$ cat src/rtl/soc_arb_pkg.sv
// Shared types and constants for the SOC fabric arbiter and its watchdog.
package soc_arb_pkg;

    localparam int NUM_MST   = 2;
    localparam int TMO_CNT_W = 16;

    typedef enum logic {IDLE, BUSY} arb_state_t;
    typedef logic [NUM_MST-1:0] gnt_t;

    function automatic gnt_t idx2gnt(input logic idx);
        return gnt_t'(1) << idx;
    endfunction

endpackage

$ cat src/rtl/soc_arb_wdog.sv
// Bus watchdog: counts cycles of an outstanding access, flags expiry and keeps
// a saturating tally of expiries.
module soc_arb_wdog
    import soc_arb_pkg::*;
#(
    parameter int unsigned TIMEOUT_CYC = 1024
) (
    input  logic                 clk,
    input  logic                 arst,
    input  logic                 run,
    input  logic                 clr,
    output logic                 hit,
    output logic [TMO_CNT_W-1:0] tmo_cnt
);

    localparam int unsigned    CW      = (TIMEOUT_CYC > 1) ? $clog2(TIMEOUT_CYC) : 1;
    localparam bit             WDOG_EN = (TIMEOUT_CYC != 0);
    localparam logic [CW-1:0]  LAST    = (TIMEOUT_CYC == 0) ? '0 : CW'(TIMEOUT_CYC - 1);

    logic [CW-1:0]        r_cnt;
    logic [TMO_CNT_W-1:0] r_tmo_cnt;

    // The caller only raises run while the access is still live and unanswered,
    // so a same-cycle slave completion can never be counted as an expiry.
    assign hit     = WDOG_EN && run && (r_cnt == LAST);
    assign tmo_cnt = r_tmo_cnt;

    // NOTE: non-blocking assignments keep every register sampling pre-edge values.
    always_ff @(posedge clk or posedge arst) begin
        if (arst) begin
            r_cnt     <= '0;
            r_tmo_cnt <= '0;
        end else begin
            if (clr || hit) begin
                r_cnt <= '0;
            end else if (run) begin
                r_cnt <= r_cnt + 1'b1;
            end
            if (hit && (r_tmo_cnt != '1)) begin
                r_tmo_cnt <= r_tmo_cnt + 1'b1;
            end
        end
    end

endmodule

$ cat src/rtl/soc_bus_arb.sv
// Two-master arbiter in front of one soc_if slave: per-transaction grant,
// round-robin or fixed priority, with a watchdog against hung slaves.
module soc_bus_arb
    import soc_arb_pkg::*;
#(
    parameter int unsigned TIMEOUT_CYC  = 1024,
    parameter logic [31:0] TIMEOUT_DATA = 32'hDEAD_BEEF,
    parameter bit          FIXED_PRIO   = 1'b0
) (
    input  logic                 clk,
    input  logic                 arst,
    input  logic                 m0_vld,
    input  logic [3:0]           m0_we,
    input  logic [29:0]          m0_addr,
    input  logic [31:0]          m0_wdat,
    output logic                 m0_rdy,
    output logic [31:0]          m0_rdat,
    input  logic                 m1_vld,
    input  logic [3:0]           m1_we,
    input  logic [29:0]          m1_addr,
    input  logic [31:0]          m1_wdat,
    output logic                 m1_rdy,
    output logic [31:0]          m1_rdat,
    output logic                 s_vld,
    output logic [3:0]           s_we,
    output logic [29:0]          s_addr,
    output logic [31:0]          s_wdat,
    input  logic                 s_rdy,
    input  logic [31:0]          s_rdat,
    output logic [NUM_MST-1:0]   gnt,
    output logic                 tmo_pulse,
    output logic [TMO_CNT_W-1:0] tmo_cnt
);

    arb_state_t r_state, w_state_nxt;
    gnt_t       r_gnt, w_gnt_nxt;
    logic       r_last, w_last_nxt;   // index of the master that last completed

    logic        w_g;
    logic        w_g_vld;
    logic [3:0]  w_g_we;
    logic [29:0] w_g_addr;
    logic [31:0] w_g_wdat;
    logic        w_busy;
    logic        w_rdy;
    logic [31:0] w_rdat;
    logic        w_run;
    logic        w_clr;
    logic        w_hit;

    assign w_busy   = (r_state == BUSY);
    assign w_g      = r_gnt[1];
    assign w_g_vld  = w_g ? m1_vld  : m0_vld;
    assign w_g_we   = w_g ? m1_we   : m0_we;
    assign w_g_addr = w_g ? m1_addr : m0_addr;
    assign w_g_wdat = w_g ? m1_wdat : m0_wdat;

    assign w_run = w_busy && w_g_vld && !s_rdy;
    assign w_clr = w_busy && (s_rdy || !w_g_vld);

    soc_arb_wdog #(
        .TIMEOUT_CYC (TIMEOUT_CYC)
    ) u_wdog (
        .clk     (clk),
        .arst    (arst),
        .run     (w_run),
        .clr     (w_clr),
        .hit     (w_hit),
        .tmo_cnt (tmo_cnt)
    );

    always_ff @(posedge clk or posedge arst) begin
        if (arst) begin
            r_state <= IDLE;
            r_gnt   <= '0;
            r_last  <= 1'b1;
        end else begin
            r_state <= w_state_nxt;
            r_gnt   <= w_gnt_nxt;
            r_last  <= w_last_nxt;
        end
    end

    // NOTE: every output of this block gets a default first, so no path infers a latch.
    always_comb begin
        w_state_nxt = r_state;
        w_gnt_nxt   = r_gnt;
        w_last_nxt  = r_last;
        s_vld       = 1'b0;
        s_we        = '0;
        s_addr      = '0;
        s_wdat      = '0;
        w_rdy       = 1'b0;
        w_rdat      = '0;
        tmo_pulse   = 1'b0;

        unique case (r_state)
            IDLE: begin
                if (m0_vld || m1_vld) begin
                    w_state_nxt = BUSY;
                    if (m0_vld && m1_vld) begin
                        w_gnt_nxt = FIXED_PRIO ? idx2gnt(1'b0) : idx2gnt(~r_last);
                    end else begin
                        w_gnt_nxt = idx2gnt(m1_vld);
                    end
                end
            end
            BUSY: begin
                s_vld     = w_g_vld && !w_hit;
                s_we      = w_g_we;
                s_addr    = w_g_addr;
                s_wdat    = w_g_wdat;
                w_rdy     = s_rdy || w_hit;
                w_rdat    = w_hit ? TIMEOUT_DATA : s_rdat;
                tmo_pulse = w_hit;
                if (s_rdy || w_hit) begin
                    w_last_nxt  = w_g;
                    w_state_nxt = IDLE;
                    w_gnt_nxt   = '0;
                end else if (!w_g_vld) begin
                    // Master withdrew mid-access: drop it without touching fairness.
                    w_state_nxt = IDLE;
                    w_gnt_nxt   = '0;
                end
            end
            default: begin
                w_state_nxt = IDLE;
                w_gnt_nxt   = '0;
            end
        endcase

        m0_rdy  = w_rdy && !w_g;
        m1_rdy  = w_rdy && w_g;
        m0_rdat = (w_busy && !w_g) ? w_rdat : '0;
        m1_rdat = (w_busy && w_g)  ? w_rdat : '0;
    end

    assign gnt = r_gnt;

endmodule

$ cat config.mk
export PLATFORM = sky130hd
export DESIGN_NAME = soc_bus_arb
export DESIGN_NICKNAME = d
export VERILOG_FILES = /design/src/rtl/soc_arb_pkg.sv /design/src/rtl/soc_arb_wdog.sv /design/src/rtl/soc_bus_arb.sv
export SDC_FILE = /design/constraint.sdc
export NUM_CORES = 1
export LEC_CHECK = 0
export CAP_MARGIN = 20
export CORE_AREA = 4 4 122 124
export CTS_CLUSTER_DIAMETER = 150
export DETAILED_ROUTE_END_ITERATION = 10
export DIE_AREA = 0 0 126 128
export PLACE_DENSITY = 0.74
export SLEW_MARGIN = 40
export SYNTH_ARGS = -nofsm -noshare
export SYNTH_HDL_FRONTEND = slang
export SYNTH_HIERARCHICAL = 1
export SYNTH_SLANG_ARGS = --single-unit
export TNS_END_PERCENT = 5
$ cat constraint.sdc
create_clock -name clk -period 5.9 [get_ports clk]
set_input_delay 1.77 -clock clk [delete_from_list [all_inputs] [get_ports clk]]
set_output_delay 1.77 -clock clk [all_outputs]
set_load 0.03 [all_outputs]
==> flow_summary_export.csv, run 1 <==
group,metric,value,unit
worst_setup_path,slowest_delay,0.53,ns
detailed_routing,ant_nets,0,
timing,finalMaxSlewViolations,0,
worst_hold_path,hp-class,"register to register",
detailed_routing,drt_pass1_iterations,4,
worst_setup_path,end_kind,"output port",
synth,ys_warn_count,6,
worst_setup_path,reg2reg_slack,3.22,ns
clock_network,numCtsBuffers,5,
global_route,grt_pass1_vias,3891,
timing,fin_crit_sh,97.7,%
detailed_routing,drt_iter0_drc,148,
floorplan,die_w,126,µm
place,hpwl,13500,µm
timing,setup_viol,0,
timing,worstMarginPinSlew,0.852,ns
worst_setup_path,reg2reg_depth,8,
clock_network,clock_latency,0.27,ns
worst_setup_path,r2r-start,"gnt[1]",
detailed_routing,wl_per_cell,17.8,µm
synth,synth-seq-cells,30,
floorplan,die_y,128,µm
clock_network,clkSinkCount,30,
layout,nFillCells,1388,
clock_network,h-tree-depth,2,
timing,hold_violations,0,
global_route,antenna_found_initial,3,
timing,timing.final.crit_period,5.76,ns
worst_setup_path,cpMostUsedCell,"nor2_2",
layout,nNetsFinal,894,
layout,multiInputGateArea,2270,µm²
power_and_ir_drop,p_leak,0.00288,µW
timing,fin_ws,0.137,ns
layout,area_growth,108,%
synth,seq_area_frac_synth,23.5,%
worst_setup_path,critPathRequiredTime,4.13,ns
global_route,grt_max_degree,77,
clock_network,cts_tree,"yes",
floorplan,ioPinCount,321,
worst_setup_path,worstPathArrival,3.99,ns
place,port_buffers,320,
power_and_ir_drop,powerDensity,230,nW/µm²
synth,synth_area_per_cell,7.87,µm²
floorplan,num_rows,43,
place,place_congestion,0.840,
layout,antenna_cells,0,
global_route,grt-ovfl-total,0,
detailed_routing,drc_errors,0,
layout,regArea,757,µm²
timing,fmax,174,MHz
clock_network,cts-root-buf,"clkbuf_16",
layout,drive_gt1_share,13.7,%
run_status,status,"completed",
worst_setup_path,slowest_stage,"or4_4",
synth,synth.distinct_cells,41,
power_and_ir_drop,peakVddDrop,124,µV
flow_run,drv_cap,0,
worst_setup_path,critPathMaxFanout,8,
worst_setup_path,critPathLaunchType,"input pin",
timing,skew,0.00517,ns
detailed_routing,wirelength,16100,µm
floorplan,start_util,23.2,%
detailed_routing,vias_per_cell,4.41,
worst_setup_path,endpoint,"m1_rdat[4]",
synth,netlist_area,3200,µm²
floorplan,core-area,13800,µm²
global_route,grt_pass1_wl,23100,µm
synth,synth_fp_nets,577,
power_and_ir_drop,finalPower,1530,µW
detailed_routing,vias,3979,
place,dp_slack,-0.186,ns
worst_setup_path,path_class,"input pin to output port",
clock_network,clk_pin_slew,0.05,ns
timing,maxSlewHeadroom,43.2,%
worst_setup_path,cp_cell_sequence,"clkdlybuf4s50_1 -> mux2i_1 -> nand2b_1 -> nor2_2 -> nand2_2 -> or4_4 -> inv_4 -> nor2_2 -> and2_1 -> dlygate4sd2_1",
clock_network,cts.path.max_buffers,2,
floorplan,die-area,16100,µm²
global_route,grt.total_usage,18.2,%
synth,synth_cells,406,
timing,rsz0062_at_grt,"false",
worst_setup_path,r2r_end,"u_wdog/tmo_cnt[12]",
worst_setup_path,cp-startpoint,"m0_vld",
Yosys cell counts (all sizes together):
library cell | number | area, µm²
nor2 | 94 | 358
mux2i | 68 | 681
nor2b | 67 | 419
dfrtp | 29 | 726
and2 | 19 | 119
buf | 18 | 126
xor2 | 17 | 149
nand2 | 13 | 53.8
nor3 | 12 | 70.1
clkbuf | 10 | 37.5
nand3 | 8 | 45.0
nand4 | 8 | 50.1
nor4 | 7 | 77.6
inv | 6 | 22.5
xnor2 | 6 | 52.6
nand2b | 4 | 25.0
and3 | 3 | 18.8
ha | 2 | 25.0
mux2 | 2 | 22.5
o21ai | 2 | 10.0
a21o | 1 | 7.51
a21oi | 1 | 5.00
a31oi | 1 | 6.26
and4 | 1 | 8.76
dfstp | 1 | 26.3
nand3b | 1 | 7.51
nor3b | 1 | 12.5
o21a | 1 | 7.51
o22ai | 1 | 6.26
o32ai | 1 | 8.76
or4 | 1 | 11.3
cell type report:
class,count,share of cell area (%)
repair buffers,338,48.7
inverters,6,0.376
flip-flops and latches,30,11.4
multi-input cells,342,34.2
well taps,180,3.39
clock buffers,7,1.99
registers in the layout (all words and copies together) (netlist names):
name and flops:
gnt 2, r_last 1, r_state 1, u_wdog/r_cnt 10
u_wdog/tmo_cnt 16
routing by layer:
layer / vias to the layer above / track usage (%) / part of all wire, %
met2: 161 / 31.4 / 50
met1: 1819 / 22.2 / 40
li1: 1975 / - / -
met3: 18 / 5.96 / 9.0
met5: - / 0 / 0.25
met4: 6 / 3.72 / 1.2
repair_timing:
action,CTS,global route
pin swaps,1,2
hold buffers,0,0
gates resized for setup,16,3
setup buffers,0,1
endpoints found under the hold margin,0,0
endpoints found under the setup margin,24,17
worst min path at each step:
stage,endpoint,slack (ns),from,cells after the start
global route,u_wdog/tmo_cnt[15],0.52,u_wdog/tmo_cnt[15],1
detailed placement,u_wdog/tmo_cnt[15],0.50,u_wdog/tmo_cnt[15],1
floorplan,r_last,0.50,r_last,1
CTS,u_wdog/tmo_cnt[15],0.50,u_wdog/tmo_cnt[15],1
finish,u_wdog/tmo_cnt[15],0.50,u_wdog/tmo_cnt[15],1
global placement,u_wdog/tmo_cnt[15],0.49,u_wdog/tmo_cnt[15],1
layout by cell type, fill, tap and decap left out, types with 2 or more instances in the layout:
cell / Yosys / final
nor2_2: 2 / 5
clkdlybuf4s50_1: 0 / 252
buf_4: 1 / 68
dlygate4sd2_1: 0 / 13
ha_1: 2 / 2
clkbuf_1: 10 / 2
nand2_1: 11 / 11
mux2_1: 2 / 2
nor2_1: 92 / 89
nand4_1: 8 / 8
nand2_2: 2 / 2
nor4_2: 3 / 2
nor3_1: 10 / 10
nand2b_1: 4 / 4
nand3_1: 7 / 7
xor2_1: 17 / 17
mux2i_1: 68 / 68
dfrtp_1: 29 / 27
and3_1: 3 / 3
nor4_1: 3 / 3
inv_1: 6 / 4
nor2b_1: 67 / 67
nor4_4: 1 / 2
buf_12: 0 / 4
and2_1: 19 / 19
clkbuf_16: 0 / 5
xnor2_1: 6 / 6
nor3_2: 2 / 2
o21ai_0: 2 / 2
critical path: cells and delay by family:
family | cells | cell delay (ns)
buffers and inverters | 3 | 0.94
and+or+nand+nor | 6 | 1.19
muxes | 1 | 0.08
metrics by stage:
| stage | hold slack, ns | TNS, ns | instances | instance area [µm²] | util (%) |
|---|---|---|---|---|---|
| 6_report | 0.503 | 0 | 903 | 6650 | 48.3 |
| 4_1_cts | 0.504 | -0.00719 | 903 | 6630 | 48.2 |
| 3_3_place_gp | 0.488 | -1.70 | 896 | 6510 | 47.3 |
| 5_1_grt | 0.517 | 0 | 903 | 6650 | 48.3 |
| 2_1_floorplan | 0.498 | 0 | 406 | 3200 | - |
| 3_5_place_dp | 0.497 | -2.05 | 896 | 6510 | 47.3 |
power by group:
part	leakage [µW]	total [µW]	switching, µW	internal, µW
Clock	0.0000640	234	80.2	154
Combinational	0.00241	1050	583	471
Sequential	0.000408	241	22.8	218
Total	0.00288	1530	686	843
cell families (layout without fill, tap and decap cells):
family / after synthesis / in the layout / share of synthesized area, %
simple gates: 239 / 239 / 39.9
fa+ha+maj: 2 / 2 / 0.783
mux: 70 / 70 / 22.0
buf+inv: 34 / 351 / 5.83
xor+xnor: 23 / 23 / 6.30
flops: 30 / 30 / 23.5
compound gates: 8 / 8 / 1.61
(Power assumes the default switching activity.)
==> run 2, diff against run 1 <==
--- a/config.mk
+++ b/config.mk
@@ -11,6 +11,7 @@
 export DETAILED_ROUTE_END_ITERATION = 10
 export DIE_AREA = 0 0 126 128
 export PLACE_DENSITY = 0.74
+export SKIP_LAST_GASP = 1
 export SLEW_MARGIN = 40
 export SYNTH_ARGS = -nofsm -noshare
 export SYNTH_HDL_FRONTEND = slang
==> run 2 against run 1 <==
Effect of this change:
- the run now ends with setup timing left
- clock power is essentially flat
- count of clock-buffer cells in the layout unchanged
- setup slack worse by 0.29 ns
- sequential share of layout area hardly changed
- register-to-register slack lost 0.17 ns
- critical path type unchanged
- largest cell class unchanged
==> flow_summary_export.csv, run 2 (same netlist as run 1, synthesis figures left out) <==
group,metric,value,unit
layout,utilization,48.3,%
worst_hold_path,hp-class,"register to register",
detailed_routing,vias,3981,
floorplan,die_y,128,µm
flow_run,drv_cap,0,
layout,drive_gt1_share,13.3,%
timing,finalMaxSlewViolations,0,
detailed_routing,wl_per_cell,17.8,µm
timing,maxSlewHeadroom,42.9,%
place,dp_slack,-0.186,ns
worst_setup_path,critPathRequiredTime,4.13,ns
timing,setup_viol,13,
timing,fin_ws,-0.153,ns
timing,worstMarginPinSlew,0.856,ns
place,place_congestion,0.840,
floorplan,die-area,16100,µm²
floorplan,start_util,23.2,%
timing,rsz0062_at_grt,"true",
timing,skew,0.00510,ns
worst_setup_path,worstPathArrival,4.28,ns
layout,nNetsFinal,894,
clock_network,cts_hold_buf,0,
detailed_routing,drc_errors,0,
worst_setup_path,critPathMaxFanout,11,
global_route,grt-ovfl-total,0,
layout,layout_commonest_cell,"clkdlybuf4s50_1",
global_route,grt.total_usage,18.2,%
run_status,violations,"setup timing",
floorplan,die_w,126,µm
place,hpwl,13500,µm
worst_setup_path,critPathLaunchType,"input pin",
clock_network,clk_pin_slew,0.05,ns
global_route,grt_pass1_vias,3889,
worst_setup_path,path_class,"input pin to output port",
clock_network,clkSinkCount,30,
global_route,grt_pass1_wl,23100,µm
floorplan,ioPinCount,321,
worst_setup_path,end_kind,"output port",
timing,hold_violations,0,
clock_network,cts-root-buf,"clkbuf_16",
run_status,status,"finished with violations",
detailed_routing,drt_iter0_drc,154,
timing,fmax,165,MHz
detailed_routing,vias_per_cell,4.41,
clock_network,cts.path.max_buffers,2,
layout,antenna_cells,0,
layout,area_growth,108,%
floorplan,core-area,13800,µm²
floorplan,num_rows,43,
layout,largest_register_ffs,16,
clock_network,cts_setup_buffers,0,
timing,timing.final.crit_period,6.05,ns
clock_network,clock_latency,0.27,ns
global_route,antenna_found_initial,3,
detailed_routing,ant_nets,0,
clock_network,cts_resized,1,
detailed_routing,wirelength,16100,µm
power_and_ir_drop,powerDensity,231,nW/µm²
place,port_buffers,320,
power_and_ir_drop,peakVddDrop,128,µV
power_and_ir_drop,p_leak,0.00285,µW
clock_network,h-tree-depth,2,
timing,fin_crit_sh,103,%
clock_network,cts_tree,"yes",
detailed_routing,drt_pass1_iterations,4,
layout,final_cell_mix,"clkdlybuf4s50_1, nor2_1, buf_4, mux2i_1, nor2b_1",
clock_network,numCtsBuffers,5,
global_route,grt_max_degree,77,
## run 2: cell count changes in the layout (fill, tap and decap cells not counted), sizes merged
cell	delta
dlygate4sd2	-12
dlymetal6s2s	+1
clkdlybuf4s50	+11
## run 2: where the power goes
group | total [µW] | switching (µW) | internal, µW
logic | 1060 | 583 | 478
clock network | 234 | 80.2 | 154
registers | 241 | 22.7 | 218
total | 1540 | 686 | 850
## run 2: final timing paths
path	from	endpoint	slack (ns)	depth (start not counted)
worst max-delay path	m0_vld	s_vld	-0.15	10
worst min register to register	u_wdog/tmo_cnt[15]	u_wdog/tmo_cnt[15]	0.50	1
max in group asynchronous	arst	u_wdog/tmo_cnt[15]	3.58	2
worst min-delay path	u_wdog/tmo_cnt[15]	u_wdog/tmo_cnt[15]	0.50	1
min in group asynchronous	arst	gnt[1]	1.75	2
worst max register to register	gnt[1]	gnt[1]	3.05	12
## run 2: layer usage
metal | global-route usage, % | vias up | routed length (µm)
li1 | - | 1974 | -
met1 | 22.2 | 1818 | 6480
met2 | 31.4 | 165 | 7970
met3 | 5.96 | 18 | 1410
met4 | 3.72 | 6 | 187
met5 | 0 | - | 41
## run 2: critical path: stages
cell and delay, ns:
clkdlybuf4s50_1 0.48, mux2i_1 0.08, nand2b_1 0.17, nor2_1 0.16, nand2_2 0.08, or4_4 0.51
inv_1 0.15, buf_4 0.21, nor2_1 0.07, clkdlybuf4s50_1 0.60
## run 2: final cells by class
class | instances | area [µm²]
fill | 1388 | 7120
multi-input combinational | 342 | 2270
timing repair buffer | 338 | 3250
tap | 180 | 225
inverter | 6 | 22.5
clock buffer | 7 | 133
sequential | 30 | 757
## run 2: metrics by stage
stage | setup TNS (ns) | hold slack [ns] | cell area, µm² | instances | total power (µW)
global placement | -1.70 | 0.488 | 6510 | 896 | 1310
finish | -1.63 | 0.503 | 6660 | 903 | 1540
CTS | -2.19 | 0.504 | 6640 | 903 | 1550
floorplan | 0 | 0.498 | 3200 | 406 | 840
detailed placement | -2.05 | 0.497 | 6510 | 896 | 1310
global route | -5.83 | 0.517 | 6660 | 903 | 1610
